$ cat config.mk
export PLATFORM = sky130hd
export DESIGN_NAME = cordic_spi_host
export DESIGN_NICKNAME = d
export VERILOG_FILES = /design/src/rtl/cordic_pkg.sv /design/src/rtl/spi_clk_gen.sv /design/src/rtl/cordic_spi_host.sv
export SDC_FILE = /design/constraint.sdc
export NUM_CORES = 1
export LEC_CHECK = 0
export ABC_AREA = 1
export BUFFER_PORTS_ARGS = -buffer_cell sky130_fd_sc_hd__buf_4
export CORE_ASPECT_RATIO = 0.9
export CORE_MARGIN = 2
export CORE_UTILIZATION = 32
export DETAILED_ROUTE_END_ITERATION = 8
export SYNTH_ARGS = -nofsm -noshare
export SYNTH_HDL_FRONTEND = slang
export SYNTH_SLANG_ARGS = --single-unit
$ cat constraint.sdc
create_clock -name i_clk -period 1.9 [get_ports i_clk]
set_input_delay 0.285 -clock i_clk [delete_from_list [all_inputs] [get_ports i_clk]]
set_output_delay 0.285 -clock i_clk [all_outputs]
set_load 0.03 [all_outputs]
$ cat src/rtl/cordic_pkg.sv
// Shared definitions for the host-side SPI master that talks to the CORDIC engine.
// Holds the controller state encoding, SPI word sizing and a byte-count helper.
package cordic_pkg;

  localparam int CORDIC_DW      = 16;
  localparam int DATA_WIDTH_SPI = 8;

  typedef enum logic [2:0] {
    IDLE     = 3'd0,
    WR_SHIFT = 3'd1,
    WR_GAP   = 3'd2,
    WAIT_RDY = 3'd3,
    RD_SHIFT = 3'd4,
    FINISH   = 3'd5
  } state_e;

  function automatic int spi_bytes(input int width);
    return width / DATA_WIDTH_SPI;
  endfunction

endpackage

$ cat src/rtl/spi_clk_gen.sv
// SPI mode-0 clock generator: divides i_clk by CLK_DIV per half-period while enabled.
// rise_en_o/fall_en_o mark the cycle in which sclk is driven 0->1 / 1->0.
module spi_clk_gen #(
  parameter int CLK_DIV = 4
) (
  input  logic i_clk,
  input  logic rst_n,
  input  logic en_i,
  input  logic last_i,
  output logic sclk_o,
  output logic rise_en_o,
  output logic fall_en_o
);

  localparam int CW = (CLK_DIV > 1) ? $clog2(CLK_DIV) : 1;
  localparam logic [CW-1:0] CNT_MAX = CW'(CLK_DIV - 1);

  logic [CW-1:0] cnt_q, cnt_d;
  logic          sclk_q, sclk_d;
  logic          wrap;

  assign wrap      = en_i && (cnt_q == CNT_MAX);
  assign rise_en_o = wrap && !sclk_q;
  assign fall_en_o = wrap && sclk_q;
  assign sclk_o    = sclk_q;

  // With last_i set the rise strobe still fires (it marks end of phase) but sclk stays low.
  always_comb begin
    cnt_d  = cnt_q;
    sclk_d = sclk_q;
    if (!en_i) begin
      cnt_d  = '0;
      sclk_d = 1'b0;
    end else if (wrap) begin
      cnt_d = '0;
      if (sclk_q) begin
        sclk_d = 1'b0;
      end else if (!last_i) begin
        sclk_d = 1'b1;
      end
    end else begin
      cnt_d = cnt_q + 1'b1;
    end
  end

  always_ff @(posedge i_clk or negedge rst_n) begin
    if (!rst_n) begin
      cnt_q  <= '0;
      sclk_q <= 1'b0;
    end else begin
      cnt_q  <= cnt_d;
      sclk_q <= sclk_d;
    end
  end

endmodule

$ cat src/rtl/cordic_spi_host.sv
// Host-side SPI master for the CORDIC engine: writes an angle, waits for data_ready,
// reads back cos and sin, then pulses done (with timeout_err if the engine never answered).
module cordic_spi_host
  import cordic_pkg::*;
#(
  parameter int DATA_WIDTH_CORDIC = CORDIC_DW,
  parameter int CLK_DIV           = 4,
  parameter int CS_GAP            = 2,
  parameter int TIMEOUT           = 1024
) (
  input  logic                         i_clk,
  input  logic                         rst_n,
  input  logic                         start,
  input  logic [DATA_WIDTH_CORDIC-1:0] angle,
  output logic                         busy,
  output logic                         done,
  output logic                         timeout_err,
  output logic [DATA_WIDTH_CORDIC-1:0] cos_out,
  output logic [DATA_WIDTH_CORDIC-1:0] sin_out,
  output logic                         sclk,
  output logic                         mosi,
  output logic                         cs_n,
  input  logic                         miso,
  input  logic                         data_ready
);

  localparam int DW      = DATA_WIDTH_CORDIC;
  localparam int WR_BITS = spi_bytes(DW) * DATA_WIDTH_SPI;
  localparam int RD_BITS = 2 * WR_BITS;
  localparam int BCW     = $clog2(RD_BITS + 1);
  localparam int TOW     = $clog2(TIMEOUT + 1);
  localparam int GPW     = $clog2(CS_GAP + 2);

  localparam logic [BCW-1:0] WR_LAST  = BCW'(WR_BITS);
  localparam logic [BCW-1:0] RD_LAST  = BCW'(RD_BITS);
  localparam logic [TOW-1:0] TO_LAST  = TOW'(TIMEOUT - 1);
  localparam logic [GPW-1:0] GAP_LAST = GPW'((CS_GAP > 0) ? CS_GAP - 1 : 0);

  state_e               state_q, state_d;
  logic [DW-2:0]        tx_q, tx_d;
  logic [RD_BITS-1:0]   rx_q, rx_d;
  logic [BCW-1:0]       bit_q, bit_d;
  logic [TOW-1:0]       to_q, to_d;
  logic [GPW-1:0]       gap_q, gap_d;
  logic                 err_q, err_d;
  logic                 busy_q, busy_d;
  logic                 done_q, done_d;
  logic                 cs_n_q, cs_n_d;
  logic                 mosi_q, mosi_d;
  logic [DW-1:0]        cos_q, cos_d;
  logic [DW-1:0]        sin_q, sin_d;
  logic                 rdy_meta_q, rdy_sync_q;

  logic shifting, phase_last, rise_en, fall_en;

  assign shifting   = (state_q == WR_SHIFT) || (state_q == RD_SHIFT);
  assign phase_last = (state_q == WR_SHIFT) ? (bit_q == WR_LAST) : (bit_q == RD_LAST);

  spi_clk_gen #(
    .CLK_DIV(CLK_DIV)
  ) u_clk_gen (
    .i_clk    (i_clk),
    .rst_n    (rst_n),
    .en_i     (shifting),
    .last_i   (phase_last),
    .sclk_o   (sclk),
    .rise_en_o(rise_en),
    .fall_en_o(fall_en)
  );

  always_comb begin
    state_d = state_q;
    tx_d    = tx_q;
    rx_d    = rx_q;
    bit_d   = bit_q;
    to_d    = to_q;
    gap_d   = gap_q;
    err_d   = err_q;
    busy_d  = busy_q;
    done_d  = done_q;
    cs_n_d  = cs_n_q;
    mosi_d  = mosi_q;
    cos_d   = cos_q;
    sin_d   = sin_q;
    case (state_q)
      IDLE: begin
        if (start) begin
          tx_d    = angle[DW-2:0];
          mosi_d  = angle[DW-1];
          cs_n_d  = 1'b0;
          busy_d  = 1'b1;
          bit_d   = '0;
          err_d   = 1'b0;
          state_d = WR_SHIFT;
        end
      end
      WR_SHIFT: begin
        // The strobe after the final falling edge closes the phase instead of raising sclk.
        if (rise_en) begin
          if (phase_last) begin
            cs_n_d  = 1'b1;
            gap_d   = '0;
            state_d = WR_GAP;
          end else begin
            bit_d = bit_q + 1'b1;
          end
        end
        if (fall_en) begin
          mosi_d = tx_q[DW-2];
          tx_d   = {tx_q[DW-3:0], 1'b0};
        end
      end
      WR_GAP: begin
        if (gap_q == GAP_LAST) begin
          to_d    = '0;
          state_d = WAIT_RDY;
        end else begin
          gap_d = gap_q + 1'b1;
        end
      end
      WAIT_RDY: begin
        if (rdy_sync_q) begin
          cs_n_d  = 1'b0;
          mosi_d  = 1'b0;
          bit_d   = '0;
          state_d = RD_SHIFT;
        end else if (to_q == TO_LAST) begin
          err_d   = 1'b1;
          done_d  = 1'b1;
          state_d = FINISH;
        end else begin
          to_d = to_q + 1'b1;
        end
      end
      RD_SHIFT: begin
        if (rise_en) begin
          if (phase_last) begin
            cs_n_d  = 1'b1;
            done_d  = 1'b1;
            cos_d   = rx_q[RD_BITS-1 -: DW];
            sin_d   = rx_q[DW-1:0];
            state_d = FINISH;
          end else begin
            bit_d = bit_q + 1'b1;
            rx_d  = {rx_q[RD_BITS-2:0], miso};
          end
        end
      end
      FINISH: begin
        done_d  = 1'b0;
        err_d   = 1'b0;
        busy_d  = 1'b0;
        state_d = IDLE;
      end
      default: state_d = IDLE;
    endcase
  end

  always_ff @(posedge i_clk or negedge rst_n) begin
    if (!rst_n) begin
      state_q    <= IDLE;
      tx_q       <= '0;
      rx_q       <= '0;
      bit_q      <= '0;
      to_q       <= '0;
      gap_q      <= '0;
      err_q      <= 1'b0;
      busy_q     <= 1'b0;
      done_q     <= 1'b0;
      cs_n_q     <= 1'b1;
      mosi_q     <= 1'b0;
      cos_q      <= '0;
      sin_q      <= '0;
      rdy_meta_q <= 1'b0;
      rdy_sync_q <= 1'b0;
    end else begin
      state_q    <= state_d;
      tx_q       <= tx_d;
      rx_q       <= rx_d;
      bit_q      <= bit_d;
      to_q       <= to_d;
      gap_q      <= gap_d;
      err_q      <= err_d;
      busy_q     <= busy_d;
      done_q     <= done_d;
      cs_n_q     <= cs_n_d;
      mosi_q     <= mosi_d;
      cos_q      <= cos_d;
      sin_q      <= sin_d;
      rdy_meta_q <= data_ready;
      rdy_sync_q <= rdy_meta_q;
    end
  end

  assign busy        = busy_q;
  assign done        = done_q;
  assign timeout_err = err_q;
  assign cos_out     = cos_q;
  assign sin_out     = sin_q;
  assign mosi        = mosi_q;
  assign cs_n        = cs_n_q;

endmodule

==> metrics.txt <==
max cap viols 0; Worst-path clk slew 0.07 ns; CTS buffer count 9; DRT Pass-1 Iters 4; Ys Warns 0; Async S/R FF share, synth 1.00; all-layer global routing usage 0.132; Rows 44; Crit. End Element flip-flop; CP max FO 19; Slew Viols, Final 0; DRT antenna net count 0; routed len/inst between 10 and 15 um; Area Growth Syn to Fin 19.8%; first-pass GRT wire length 18800 um; final worst-path cycle share 0.923; Die X 138 um; Seq cells post-synth approximately 110; Tot Pwr 0.00711 W; H-tree depth 3; CP Data Arrival Time about 2 ns; final non-filler cell area between 6000 and 7000 um2; EDFF count, synth 0; sw frac 0.367; area leader, netlist dfrtp_1; Die Y 125 um; register area share after synthesis 0.535; CTS tree built; Peak supply drop just under 0.6 mV; via count 4019; final setup violation count 0; fin nets 717; critical path class reg -> reg; CTS Buffer Depth 2; post-DP HPWL 7370 um; Gate power share 0.319; largest net degree at the start of global routing 52; Congestion Overflow GR 0; Pwr Density 1140 nW/um2; Worst Setup Start Kind flip-flop; Clk Latency, worst-skew pair 0.35 ns; P_int 0.00450 W; Sw Pwr roughly 0.0026 W; vias per inst around 4.5; Clock power frac 0.278; CORE AREA roughly 16000 um2; Synth Instances 631; Hold Slack 0.0412 ns; Setup Skew 0.00686 ns; sequential power share 0.403; syn_nets about 660; Die Area approximately 17000 um2; Top FF cell, synth dfrtp_1; Routed WL 10700 um; number of library cell types mapped by synthesis 31; Fin. Hold Viols 0; post-synthesis cell area a little over 5000 um2; setup bufs post-CTS 0; largest cells by area after synthesis dfrtp_1 (53%), nand2_1 (20%), o21ai_0 (6.5%); fin crit period 1.75 ns; Iteration-0 DRC Markers 290; Hold Crit Class in -> reg; Buffers on Ports 58; final worst slack 0.147 ns; Slew HR 0.720; DR DRC count 0; placed cell area 5870 um2; share of the synthesized area in the top cell type 0.530; FILL cells 1631; routability cong. 0.825; final core occ 0.389; Diodes inserted 0; RSZ-0062 raised after global routing true; CTS Root Cell clkbuf_16; Place WS around 0.11 ns; outcome completed; Starting Density 0.324; synthesized area per cell 8.24 um2; initial antenna violation count 0; Pleak 3.32 nW; multi-input logic area about 2100 um2; Worst Max-Slew Pin Slew 0.419 ns; Sink Count 111; worst endpoint required time 2.14 ns; Ports 59; share of layout cells above drive strength 1 0.168; register area 2780 um2; fmax 0.570 GHz; vias in the first global route ~4000
-- metrics by stage --
step / setup TNS, ns / instances
final: 0 / 903
after global routing: -0.0226 / 903
after CTS: 0 / 902
after detailed placement: 0 / 885
after global placement: 0 / 885
after floorplan: 0 / 631
-- routing by layer --
metal | vias to the layer above | global-route usage | wire length (um)
li1 | 2107 | - | -
met4 | 0 | 0.0480 | 167
met5 | - | 0 | 0
met2 | 68 | 0.199 | 4710
met1 | 1836 | 0.181 | 5340
met3 | 8 | 0.0396 | 505
-- worst paths after layout --
kind	cells past startpoint	slack, ns	to	startpoint
max in group asynchronous	3	0.88	rx_q[17]$_DFFE_PN0P_	rst_n
min in group asynchronous	2	0.41	mosi$_DFFE_PN0P_	rst_n
worst min-delay path	1	0.04	rdy_meta_q$_DFF_PN0_	data_ready
worst min register to register	0	0.38	rdy_sync_q$_DFF_PN0_	rdy_meta_q$_DFF_PN0_
worst max-delay path	9	0.15	done$_DFFE_PN0P_	bit_q[0]$_DFFE_PN0P_
worst max register to register	9	0.15	done$_DFFE_PN0P_	bit_q[0]$_DFFE_PN0P_
-- area by class of cell --
cell class / count / share of cell area
Sequential cell: 111 / 0.446
Inverter: 45 / 0.0277
Clock buffer: 11 / 0.0406
Multi-Input combinational cell: 453 / 0.340
Tap cell: 207 / 0.0416
Clock inverter: 5 / 0.0102
Timing Repair Buffer: 71 / 0.0940
-- kinds of logic (layout without fill, tap and decap cells) --
| family | count (synthesis) | count (layout) | synth area share |
|---|---|---|---|
| simple gates | 359 | 360 | 0.296 |
| flops | 111 | 111 | 0.535 |
| compound gates | 82 | 82 | 0.0831 |
| buf+inv | 68 | 132 | 0.0638 |
| xor+xnor | 6 | 6 | 0.0101 |
| fa+ha+maj | 5 | 5 | 0.0120 |
-- worst max-delay path, stage by stage (launching register included) --
cell	delay, ns
dfrtp_1	0.42
inv_1	0.07
ha_1	0.14
nor3b_4	0.28
nand3_4	0.16
nand2_4	0.15
buf_4	0.25
nand2_1	0.08
nand2_1	0.06
nand2_1	0.04
-- registers in the layout (all words and copies together) (netlist names), 2 cells and up --
register and count:
rx_q 32, state_q 3, bit_q 6, cos_out 16
tx_q 15, to_q 11, sin_out 16, gap_q 2
u_clk_gen.cnt_q 2
-- synthesized netlist by cell type (2+ instances only) --
cell,count
nand2_1,274
dfrtp_1,110
o21ai_0,68
inv_1,40
nor2_1,32
nand3_1,26
buf_2,7
buf_6,7
clkbuf_1,6
o21ai_1,6
ha_1,5
o21ai_2,5
xor2_1,5
nand2_2,4
nand3b_1,4
nand4_1,4
nor2_2,4
buf_4,3
inv_2,3
nand2_4,3
nand3_4,3
a21oi_1,2
nor2_8,2
-- power by group through the flow --
stage	combinational, W	sequential (W)	clock (W)
4_1_cts	0.00227	0.00287	0.00205
6_report	0.00227	0.00286	0.00198
5_1_grt	0.00261	0.00290	0.00216
3_3_place_gp	0.00224	0.00290	0
2_1_floorplan	0.00161	0.00295	0
3_5_place_dp	0.00226	0.00291	0
-- repair_timing --
item	in CTS	in global routing
hold buffers	1	0
endpoints found under the hold margin	27	0
resized for setup	0	3
setup endpoints to repair	0	22
-- cell usage in the layout, fill, tap and decap left out, types with 2 or more instances in the layout --
cell,instances
o21ai_0,68
xor2_1,5
o21ai_2,5
nor2_8,2
o21ai_1,6
nand3_4,3
inv_6,2
buf_12,4
a21oi_1,2
nand3b_1,4
clkbuf_8,2
dfrtp_1,110
nand2_4,2
inv_1,40
clkbuf_16,9
nor2_2,4
ha_1,4
nand2_1,274
buf_4,66
nor2_1,32
inv_2,3
nand3_1,26
nand4_1,4
nand2_2,4
Note: power is estimated with default switching activity, not from simulation.
